### src/rtl/matrix_stream_out.sv
// Captures an m x n matrix on start and streams its elements row-major over valid/ready.
// Latency: element (0,0) is presented the cycle after start is sampled; done pulses one cycle after the final accept.
// Backpressure: out_ready low holds the presented element and all its tags stable until it is accepted.
module matrix_stream_out #(
    parameter int DATA_W  = 8,
    parameter int MAX_DIM = 5
) (
    input  logic                              clk,
    input  logic                              reset,
    input  logic                              start,
    input  logic [2:0]                        m,
    input  logic [2:0]                        n,
    input  logic [MAX_DIM*MAX_DIM*DATA_W-1:0] matrix,
    output logic [DATA_W-1:0]                 out_data,
    output logic [2:0]                        out_row,
    output logic [2:0]                        out_col,
    output logic                              out_valid,
    input  logic                              out_ready,
    output logic                              row_end,
    output logic                              out_last,
    output logic                              busy,
    output logic                              done,
    output logic                              dim_error
);
    localparam int NE = MAX_DIM * MAX_DIM;
    localparam int IW = (NE > 1) ? $clog2(NE) : 1;
    localparam logic [2:0] DIM_MAX = 3'(MAX_DIM);

    typedef enum logic [1:0] {IDLE, SEND, DONE} state_t;
    state_t state, state_nxt;

    logic [NE*DATA_W-1:0] cap_mat;
    logic [2:0]           cap_m, cap_n;
    logic [2:0]           row, col, row_nxt, col_nxt, m_nxt, n_nxt;
    logic                 dims_ok, load, accept, col_wrap, mat_end;
    logic [IW-1:0]        idx_nxt;
    logic [DATA_W-1:0]    elems [NE];

    // Unpack the captured matrix into an indexable element array.
    for (genvar i = 0; i < NE; i++) begin : g_elem
        assign elems[i] = cap_mat[i*DATA_W +: DATA_W];
    end

    // State register.
    always_ff @(posedge clk) begin
        if (!reset) begin
            state <= IDLE;
        end else begin
            state <= state_nxt;
        end
    end

    // Next-state, next row/col position and capture decision.
    always_comb begin
        state_nxt = state;
        row_nxt   = row;
        col_nxt   = col;
        load      = 1'b0;
        dims_ok   = (m != 3'd0) && (m <= DIM_MAX) && (n != 3'd0) && (n <= DIM_MAX);
        accept    = (state == SEND) && out_ready;
        col_wrap  = (col == cap_n - 3'd1);
        mat_end   = col_wrap && (row == cap_m - 3'd1);
        case (state)
            IDLE: begin
                if (start && dims_ok) begin
                    state_nxt = SEND;
                    load      = 1'b1;
                    row_nxt   = 3'd0;
                    col_nxt   = 3'd0;
                end
            end
            SEND: begin
                if (accept) begin
                    if (mat_end) begin
                        state_nxt = DONE;
                    end else if (col_wrap) begin
                        col_nxt = 3'd0;
                        row_nxt = row + 3'd1;
                    end else begin
                        col_nxt = col + 3'd1;
                    end
                end
            end
            DONE:    state_nxt = IDLE;
            default: state_nxt = IDLE;
        endcase
        // Dimensions that will govern the next presented element.
        m_nxt   = load ? m : cap_m;
        n_nxt   = load ? n : cap_n;
        idx_nxt = IW'(row_nxt) * IW'(MAX_DIM) + IW'(col_nxt);
    end

    // Capture registers, position counters and registered outputs derived from next state.
    always_ff @(posedge clk) begin
        if (!reset) begin
            cap_mat   <= '0;
            cap_m     <= 3'd0;
            cap_n     <= 3'd0;
            row       <= 3'd0;
            col       <= 3'd0;
            dim_error <= 1'b0;
            out_valid <= 1'b0;
            busy      <= 1'b0;
            done      <= 1'b0;
            out_data  <= '0;
            out_row   <= 3'd0;
            out_col   <= 3'd0;
            row_end   <= 1'b0;
            out_last  <= 1'b0;
        end else begin
            row <= row_nxt;
            col <= col_nxt;
            if (load) begin
                cap_mat <= matrix;
                cap_m   <= m;
                cap_n   <= n;
            end
            // Only a start seen while idle is judged; starts during a stream are dropped.
            if (state == IDLE && start) begin
                dim_error <= !dims_ok;
            end
            out_valid <= (state_nxt == SEND);
            busy      <= (state_nxt != IDLE);
            done      <= (state_nxt == DONE);
            if (state_nxt == SEND) begin
                // On capture the register array is not yet loaded, so (0,0) comes straight from the input.
                out_data <= load ? matrix[DATA_W-1:0] : elems[idx_nxt];
                out_row  <= row_nxt;
                out_col  <= col_nxt;
                row_end  <= (col_nxt == n_nxt - 3'd1);
                out_last <= (col_nxt == n_nxt - 3'd1) && (row_nxt == m_nxt - 3'd1);
            end else begin
                out_data <= '0;
                out_row  <= 3'd0;
                out_col  <= 3'd0;
                row_end  <= 1'b0;
                out_last <= 1'b0;
            end
        end
    end
endmodule

### config.mk
export PLATFORM = sky130hd
export DESIGN_NAME = matrix_stream_out
export DESIGN_NICKNAME = d
export VERILOG_FILES = /design/src/rtl/matrix_stream_out.sv
export SDC_FILE = /design/constraint.sdc
export NUM_CORES = 1
export LEC_CHECK = 0
export ABC_AREA = 1
export BUFFER_PORTS_ARGS = -buffer_cell sky130_fd_sc_hd__buf_2
export CAP_MARGIN = 10
export CORE_MARGIN = 2
export CORE_UTILIZATION = 40
export CTS_CLUSTER_SIZE = 40
export DETAILED_ROUTE_END_ITERATION = 16
export GPL_TIMING_DRIVEN = 1
export PLACE_DENSITY_LB_ADDON = 0.2
export SETUP_SLACK_MARGIN = 0.02
export SLEW_MARGIN = 20
export SYNTH_ARGS = -nofsm -noshare
export SYNTH_HDL_FRONTEND = slang
export SYNTH_SLANG_ARGS = --single-unit
### constraint.sdc
create_clock -name clk -period 5.7 [get_ports clk]
set_clock_uncertainty 0.15 [all_clocks]
set_input_delay 0.285 -clock clk [delete_from_list [all_inputs] [get_ports clk]]
set_output_delay 0.285 -clock clk [all_outputs]
set_load 0.02 [all_outputs]
# Yosys cells after proc, flatten, opt, wreduce, memory -nomap -nowiden
# Index checks and enable logic that the tools add are counted.
# word_totals
wordCells	70
ff_bits	234
in_bits	210
output_inout_bits	20
# op_classes
eq_ne	7
muxes	22
reduce_logical	14
bitwise_logic	1
magnitude_cmp	3
n_addsub	7
mul	1
# op_table
cell	n
$bmux 8 s5	1
$mux 3	10
$mux 8	3
$eq 3x3->1	4
$pmux 3 s2	2
$sub 3x1->3 const B	4
$logic_and 1x1->1	8
$add 3x1->3 const B	2
$ge 6x6->1 const B	1
$le 3x3->1 const B	2
$mux 2	3
$not 5->6	1
$reduce_bool 3->1	2
$add 5x3->5	1
$mul 3x3->5 const B	1
$eq 2x1->1 const B	2
$pmux 2 s2	1
$eq 2x2->1 const B	1
$logic_not 2->1	1
$mux 1	2
$reduce_and 2->1	1
$reduce_bool 2->1	1
$logic_not 1->1	1

# Depth between registers and ports, before layout
# Gate-level depths: netlist of run 1.
# logic_depth
depth_word	14
depth_mapped	28
depth_no_buf	27

# Worst setup path after synthesis of run 1
# No wires, ideal clock.
# synth_path
kind	reg-to-reg
startpoint	register cap_n[0]
endpoint	register out_data[3]
stages_incl_launch_ff	27
setup_time_ns	0.121
setup_slack_ns	1.788
synth_period_minus_slack_ns	3.912
arrival_time_ns	3.641
required_ns	5.429
path_cell_list	dfxtp_1 > inv_2 > ha_1 > inv_1 > nand2_1 > nand2_1 > nor2_4 > nand3_4 > nor2_8 > nand3_2 > nand3_4 > inv_1 > ha_1 > inv_1 > nor2_1 > nor2_1 > inv_1 > fa_1 > clkbuf_1 > buf_1 > nand3_1 > nand3_1 > o31ai_1 > clkinv_1 > nand3_1 > nand3_2 > a21oi_2
# synth_between
elab_chain_cells	13
word_cells_on_any_way	23
cone_classes	2 x add/sub; 1 x mul; 2 x eq/ne; 15 x mux; 1 x bitwise; 2 x reduce/logical
# synth_lines
item	line_no	rtl
from (decl)	33	logic [2:0] cap_m, cap_n;
from (signal assigned)	116	cap_n <= n;
$sub 3x1->3 (*)	61	col_wrap = (col == cap_n - 3'd1);
$eq 3x3->1 (*)	61	
$mux 3 or $logic_and 1x1->1 (tied branches)	76, 62	
$mux 3 (*)	74	if (mat_end) begin
$mux 3 (*)	73	if (accept) begin
$pmux 3 s2 (*)	63	case (state)
named net row_nxt[2]	34	logic [2:0] row, col, row_nxt, col_nxt, m_nxt, n_nxt;
$mul 3x3->5 (*)	90	idx_nxt = IW'(row_nxt) * IW'(MAX_DIM) + IW'(col_nxt);
$add 5x3->5 (*)	90	
$not 5->6 (not written as such) (*)	127	out_data <= load ? matrix[DATA_W-1:0] : elems[idx_nxt];
$bmux 8 s5 (*)	127	
$mux 8 (not written as such) (*) (2 in a row)	127	
$mux 8 (*)	127	
to (signal assigned)	127	
to (decl)	14	output logic [DATA_W-1:0] out_data,
# Mark *: on every way through the listed nets, which the timed path passes. The rest lies on a longest branch. The select of a mux whose other input is x is not followed.
# A chain may end at the register's enable or synchronous reset.

# Worst setup path in the final report of run 1
# layout_path
startpoint	input m[2]
endpoint	register out_data[7]
# layout_between
elab_chain_cells	14
word_cells_on_any_way	23
cone_classes	1 x add/sub; 1 x mul; 1 x order compare; 1 x eq/ne; 12 x mux; 1 x bitwise; 6 x reduce/logical
# layout_lines
item	line_no	rtl
from (decl)	11	input logic [2:0] m,
$le 3x3->1 or $reduce_bool 3->1 (tied branches)	59	dims_ok = (m != 3'd0) && (m <= DIM_MAX) && (n != 3'd0) && (n <= DIM_MAX);
$logic_and 1x1->1 (*) (3 in a row)	59	
$logic_and 1x1->1 (*)	65	if (start && dims_ok) begin
$mux 3 (*)	65	
$pmux 3 s2 (*)	63	
named net row_nxt[0]	34	
$mul 3x3->5 (*)	90	
$add 5x3->5 (*)	90	
$not 5->6 (not written as such) (*)	127	
$bmux 8 s5 (*)	127	
$mux 8 (not written as such) (*) (2 in a row)	127	
$mux 8 (*)	127	
# Marked as above.

==> results of run 1 <==
[registers in the layout, summed over array words and instances (netlist names)]
name	flops
state	2
cap_n	3
out_data	8
out_valid	1
row	3
col	3
done	1
out_last	1
row_end	1
dim_error	1
cap_m	3
out_row	3
out_col	3
cap_mat	200
busy	1
[final cells by class]
class                   count  area (µm²)  area share [%]
flip-flops and latches    234        4680            31.6
clock buffers              37         761            5.14
well taps                 335         419            2.83
repair buffers            451        3330            22.5
multi-input cells         952        4900            33.1
inverters                 160         604            4.08
clock inverters             5         103           0.693
[per-layer routing]
metal	share of wire, %	up-vias	GRT usage, %	wire length [µm]
li1	-	5543	-	-
met1	44	5048	31.7	15600
met2	47	349	41.2	16700
met3	5.6	64	3.75	1970
met4	2.7	0	6.90	954
met5	0	-	0	0
[cells in the mapped netlist, types with 3 or more instances]
cell / n
o21ai_1: 10
nand3_1: 82
nand3_2: 11
inv_1: 145
o21ai_0: 173
nor2_1: 32
a21oi_1: 268
o31ai_1: 8
xor2_1: 5
clkbuf_1: 59
nand2_2: 13
nand2_1: 276
buf_2: 37
o211ai_1: 28
dfxtp_1: 234
ha_1: 13
buf_1: 10
a21oi_2: 8
inv_2: 13
o221ai_1: 3
xnor2_1: 3
nor2_4: 3
[kinds of logic after synthesis]
family	share of synthesized area (%)
compound gates	24.8
simple gates	18.4
buf+inv	10.1
flops	44.1
fa+ha+maj	1.72
xor+xnor	0.965
[final timing paths]
kind	startpoint	endpoint	slack, ns	depth (start not counted)
max	m[2]	out_data[7]	1.08	25
min	matrix[104]	cap_mat[104]	0.03	3
max reg2reg	cap_n[0]	out_data[7]	1.18	26
min reg2reg	cap_mat[187]	cap_mat[187]	0.30	2
[per-stage QoR]
step,std cells,area [µm²]
after floorplan,1455,10600
after global placement,1925,11900
final,2174,14800
after detailed placement,1925,11900
after global routing,2174,14800
after CTS,2174,14800
[cells in the final DEF, fill, tap and decap left out, types with 3 or more instances in the layout]
master,count
nand2_1,276
a21oi_1,268
dfxtp_1,234
buf_2,228
dlygate4sd3_1,207
o21ai_0,173
inv_1,145
nand3_1,82
nor2_1,32
o211ai_1,28
clkbuf_16,25
buf_4,16
nand2_2,13
inv_2,11
ha_1,11
o21ai_1,10
nand3_2,10
clkbuf_8,9
o31ai_1,8
a21oi_2,8
xor2_1,5
nor2_4,3
nand3_4,3
o221ai_1,3
xnor2_1,3
clkbuf_1,3
bufinv_16,3
[timing repair]
action	4_1_cts	5_1_grt
hold buffers	207	0
gates resized for setup	0	0
endpoints found under the hold margin	216	0
setup endpoints to repair	0	0
buffers inserted	0	0
[power breakdown]
group | leakage, nW | internal, mW | total (mW) | switching, mW
sequential | 1.91 | 1.73 | 1.76 | 0.0321
combinational | 3.65 | 0.283 | 0.655 | 0.372
clock | 0.423 | 1.05 | 1.70 | 0.648
total | 5.99 | 3.07 | 4.12 | 1.05
[worst register-to-register path: stages (launching register included)]
cell	delay [ns]
dfxtp_1	0.34
inv_2	0.05
ha_1	0.30
inv_1	0.04
nand2_1	0.05
nand2_1	0.07
nor2_4	0.14
nand3_4	0.11
nor2_8	0.14
nand3_2	0.14
nand3_4	0.18
inv_1	0.07
ha_1	0.29
inv_1	0.06
nor2_1	0.05
nor2_1	0.15
inv_1	0.08
fa_1	0.46
xor2_2	0.18
buf_4	0.20
inv_2	0.15
nand3_1	0.27
o31ai_1	0.37
inv_1	0.07
nand3_1	0.10
nand3_2	0.09
a21oi_2	0.13
==> flow_summary.toml, run 1 <==
[logic_synthesis]
synth_area_um2 = 10600
synth_cell_types = 36
synth.net_count = 1679
ys_seq_elements = 234
syn_inst = 1455
synth_area_leaders = "dfxtp_1 (44%), a21oi_1 (13%), nand2_1 (9.7%)"
synth_top_area_share_pct = 44.1
synth_edf_count = 0
avgSynthCellArea_um2 = 7.30
yosysWarnings = 0
synth_largest_area_cell = "dfxtp_1"
synthArstFlopShare_pct = 0
yosysSeqAreaShare_pct = 44.1
synth_ff_type = "dfxtp_1"

[finish]
final_core_util_pct = 56.8
layout.nets = 2048
fillers = 2392
drive_gt1_share_pct = 18.7
syn_to_final_growth_pct = 39.3
diodes = 0

[grt]
grt_pass1_vias = 10400
grt_max_degree = 103
grt_pass1_wl_mm = 54.6
antenna_found_initial = 0
globalRouteTotalUtil_pct = 24.2
grt_overflow = 0

[worst_setup_path]
endpoint_kind = "register"
crit_fanout = 26
max_stage_delay_ns = 0.54
cp_slowest_cell = "dlygate4sd3_1"
start_kind = "input pin"
crit_top_cell = "inv_1"
path_delay_family = "buffers and inverters"
critPathKind = "input pin to register"
cp.required_ns = 5.99
path_buf_inv = 9
cp.arrival_ns = 4.90

[sta]
hold_viol = 0
fin_setup_tns_ns = 0
min_period_over_period_pct = 81.0
fin_ws_ns = 1.08
whs_ns = 0.0333
rsz0062_at_grt = "false"
relSlewSlack_pct = 25.3
max_freq_mhz = 217
setup_violations = 0
tightest_slew_ns = 1.12
period_needed_ns = 4.62
drv_slew = 0

[cts]
root_buffer = "clkbuf_16"
clockBufferDepth = 3
htree_levels = 1
clock-sinks = 234
numCtsBuffers = 25
clk_pin_slew_ns = 0.06
cts_tree = "yes"
clk_latency_ns = 0.51

[detailed_routing]
drtIter0Drc = 889
drc = 0
wl_per_cell_um = 16.2
ant_nets = 0
wl_mm = 35.2
viasPerCell = 5.06
vias = 11000
dr.pass1.iters = 5

[floorplanning]
die_h_um = 167
rows = 59
die_x_um = 167
die-area_um2 = 27900
core_um2 = 26100
ios = 230
start_util_pct = 40.8

[min_path]
min_path_type = "input pin to register"

[place]
hpwl_mm = 22.1
place.gp.congestion = 0.828
dp_slack_ns = 1.13
portBuffers = 229

[run]
max-cap-violations = 0

[outcome]
outcome = "complete, no violations"

[power_and_ir_drop]
vdd_drop_max_mv = 0.210
p_leak_nw = 5.99
power.total_mw = 4.12
cellPowerDensity_nw_per_um2 = 278
Note: power is estimated with default switching activity, not from simulation.
==> inputs of run 2 (changes only) <==
==> constraint.sdc (replaced) <==
create_clock -name clk -period 3.9 [get_ports clk]
set_clock_uncertainty 0.15 [all_clocks]
set_input_delay 0.195 -clock clk [delete_from_list [all_inputs] [get_ports clk]]
set_output_delay 0.195 -clock clk [all_outputs]
set_load 0.02 [all_outputs]
==> run 2 against run 1 <==
Net effect:
- sequential cell count stayed put
- hold slack worse by 0.0055 ns
- clock power rose by 38%
- wire length grew 3.0%
- first-iteration DRC count is 4.6% lower
- setup slack worse by 0.90 ns
- sequential share of layout area fell by 1.6 points
- global-route usage is 0.93 points higher
- largest cell class unchanged
- critical path depth increased by 2
- critical path type is now register to register
- register-to-register slack lost 1.0 ns
- sequential power rose by 47%
- total power grew 45%
==> flow_summary.toml, run 2 (synthesis results as in run 1) <==
[worst_setup_path]
r2r_cells = 27
r2r-start = "cap_n[0]"
cp.required_ns = 4.15
endpoint_kind = "register"
critPathKind = "register to register"
start_kind = "register"
cp.arrival_ns = 3.96
startpoint = "cap_n[0]"
crit_fanout = 7
endpoint = "out_data[1]"
regToRegSetupSlack_ns = 0.18
r2r-end = "out_data[1]"

[grt]
globalRouteTotalUtil_pct = 25.1
grt_overflow = 0
antenna_found_initial = 1
grt_pass1_vias = 10800
grt_pass1_wl_mm = 57.0
grt_max_degree = 101

[cts]
clk_latency_ns = 0.53
clk_pin_slew_ns = 0.06
clock-sinks = 234
htree_levels = 1
clockBufferDepth = 3
cts_tree = "yes"
root_buffer = "clkbuf_16"
numCtsBuffers = 26

[detailed_routing]
wl_mm = 36.3
dr.pass1.iters = 7
drc = 0
drtIter0Drc = 848
vias = 11300
wl_per_cell_um = 16.2
ant_nets = 0
viasPerCell = 5.08

[power_and_ir_drop]
p_seq_share_pct = 43.3
p_leak_nw = 6.29
swShare_pct = 26.2
vdd_drop_max_mv = 0.388
clockPowerShare_pct = 39.5
switchingPower_mw = 1.56
cellPowerDensity_nw_per_um2 = 382
intPower_mw = 4.39
p_comb_share_pct = 17.1

[finish]
reg.largest.list = "cap_mat: 200 flops, out_data: 8 flops"
layout.nets = 2103
layout_common_cells = "nand2_1 (271), a21oi_1 (268), dlygate4sd3_1 (236)"
final_core_util_pct = 59.8
regMostFlops = "cap_mat"
layout_commonest_cell = "nand2_1"
final_cells = 2232
syn_to_final_growth_pct = 46.7
drive_gt1_share_pct = 21.8
largest_reg_flops = 200

[floorplanning]
die-area_um2 = 27900
rows = 59
ios = 230
die_x_um = 167
start_util_pct = 40.8
core_um2 = 26100
die_h_um = 167

[outcome]
outcome = "complete, no violations"

[place]
hpwl_mm = 22.6
place.gp.congestion = 0.845
portBuffers = 229
dpl.cell_count = 1939

[run]
max-cap-violations = 0

[sta]
tightest_slew_ns = 0.968
hold_viol = 0
drv_slew = 0
max_freq_mhz = 269
setup_violations = 0
rsz0062_at_grt = "false"
period_needed_ns = 3.72
relSlewSlack_pct = 35.5
min_period_over_period_pct = 95.3

[min_path]
min_path_type = "input pin to register"
==> run 2: per-layer routing <==
metal	track usage, %	up-vias	wire length, µm
met1	33.1	5205	15700
met2	42.5	410	17300
li1	-	5649	-
met3	3.45	71	2130
met5	0	-	0
met4	8.02	0	1070
==> run 2: worst min path at each step <==
| stage | start | end | cells past startpoint |
|---|---|---|---|
| 4_1_cts | reset | cap_mat[150] | 3 |
| 3_3_place_gp | cap_mat[79] | cap_mat[79] | 2 |
| 2_1_floorplan | matrix[96] | cap_mat[96] | 2 |
| 3_5_place_dp | cap_mat[24] | cap_mat[24] | 2 |
| 6_report | reset | cap_mat[184] | 3 |
| 5_1_grt | reset | cap_mat[115] | 3 |
==> run 2: worst max-delay path, stage by stage, from the launching register on <==
cell and delay, ns:
dfxtp_2 0.35, inv_4 0.05, ha_4 0.25, inv_1 0.03
nand2_1 0.07, nand2_2 0.07, nor2_4 0.11, nand3_4 0.10
nor2_8 0.17, nand2_4 0.07, nand2_4 0.08, nand3_4 0.08
inv_2 0.07, ha_4 0.19, inv_2 0.04, nor2_2 0.04
nor2_2 0.12, inv_2 0.05, fa_2 0.67, buf_12 0.15
buf_8 0.13, nand2_2 0.06, o221ai_2 0.17, nand2_1 0.08
inv_1 0.07, nand2_2 0.05, nand3_2 0.06, a21oi_2 0.06
==> run 2: cell type report <==
class                   instances  area, µm²
fillers                      2333      10500
multi-input cells             952       5120
flip-flops and latches        234       4690
repair buffers                505       3930
clock buffers                  41        768
inverters                     160        613
well taps                     335        419
clock inverters                 4       45.0
diodes                          1       2.50
==> run 2: power groups by stage <==
stage                     logic [mW]  clock network (mW)  registers, mW
after detailed placement       0.791                   0           2.63
after CTS                      0.982                2.40           2.58
after global placement         0.788                   0           2.63
final                           1.02                2.35           2.58
after global routing            1.13                2.51           2.59
after floorplan                0.512                   0           2.63
==> run 2: per-stage QoR <==
stage	TNS [ns]	area, µm²	total power [mW]	setup WS, ns	hold slack, ns
after floorplan	0	10600	3.14	0.0217	0.189
after global placement	0	12000	3.42	0.0302	0.285
after detailed placement	-0.130	12000	3.42	-0.0445	0.293
after CTS	0	15200	5.96	0.0269	0.00412
after global routing	0	15600	6.23	0.00296	0.0455
final	0	15600	5.96	0.183	0.0278
==> run 2: timing repair <==
item / CTS / global route
pin swaps: 4 / 27
hold endpoints to repair: 217 / 0
endpoints found under the setup margin: 8 / 8
hold buffers: 236 / 0
setup buffers: 2 / 7
cloned: 0 / 2
gates resized for setup: 4 / 61
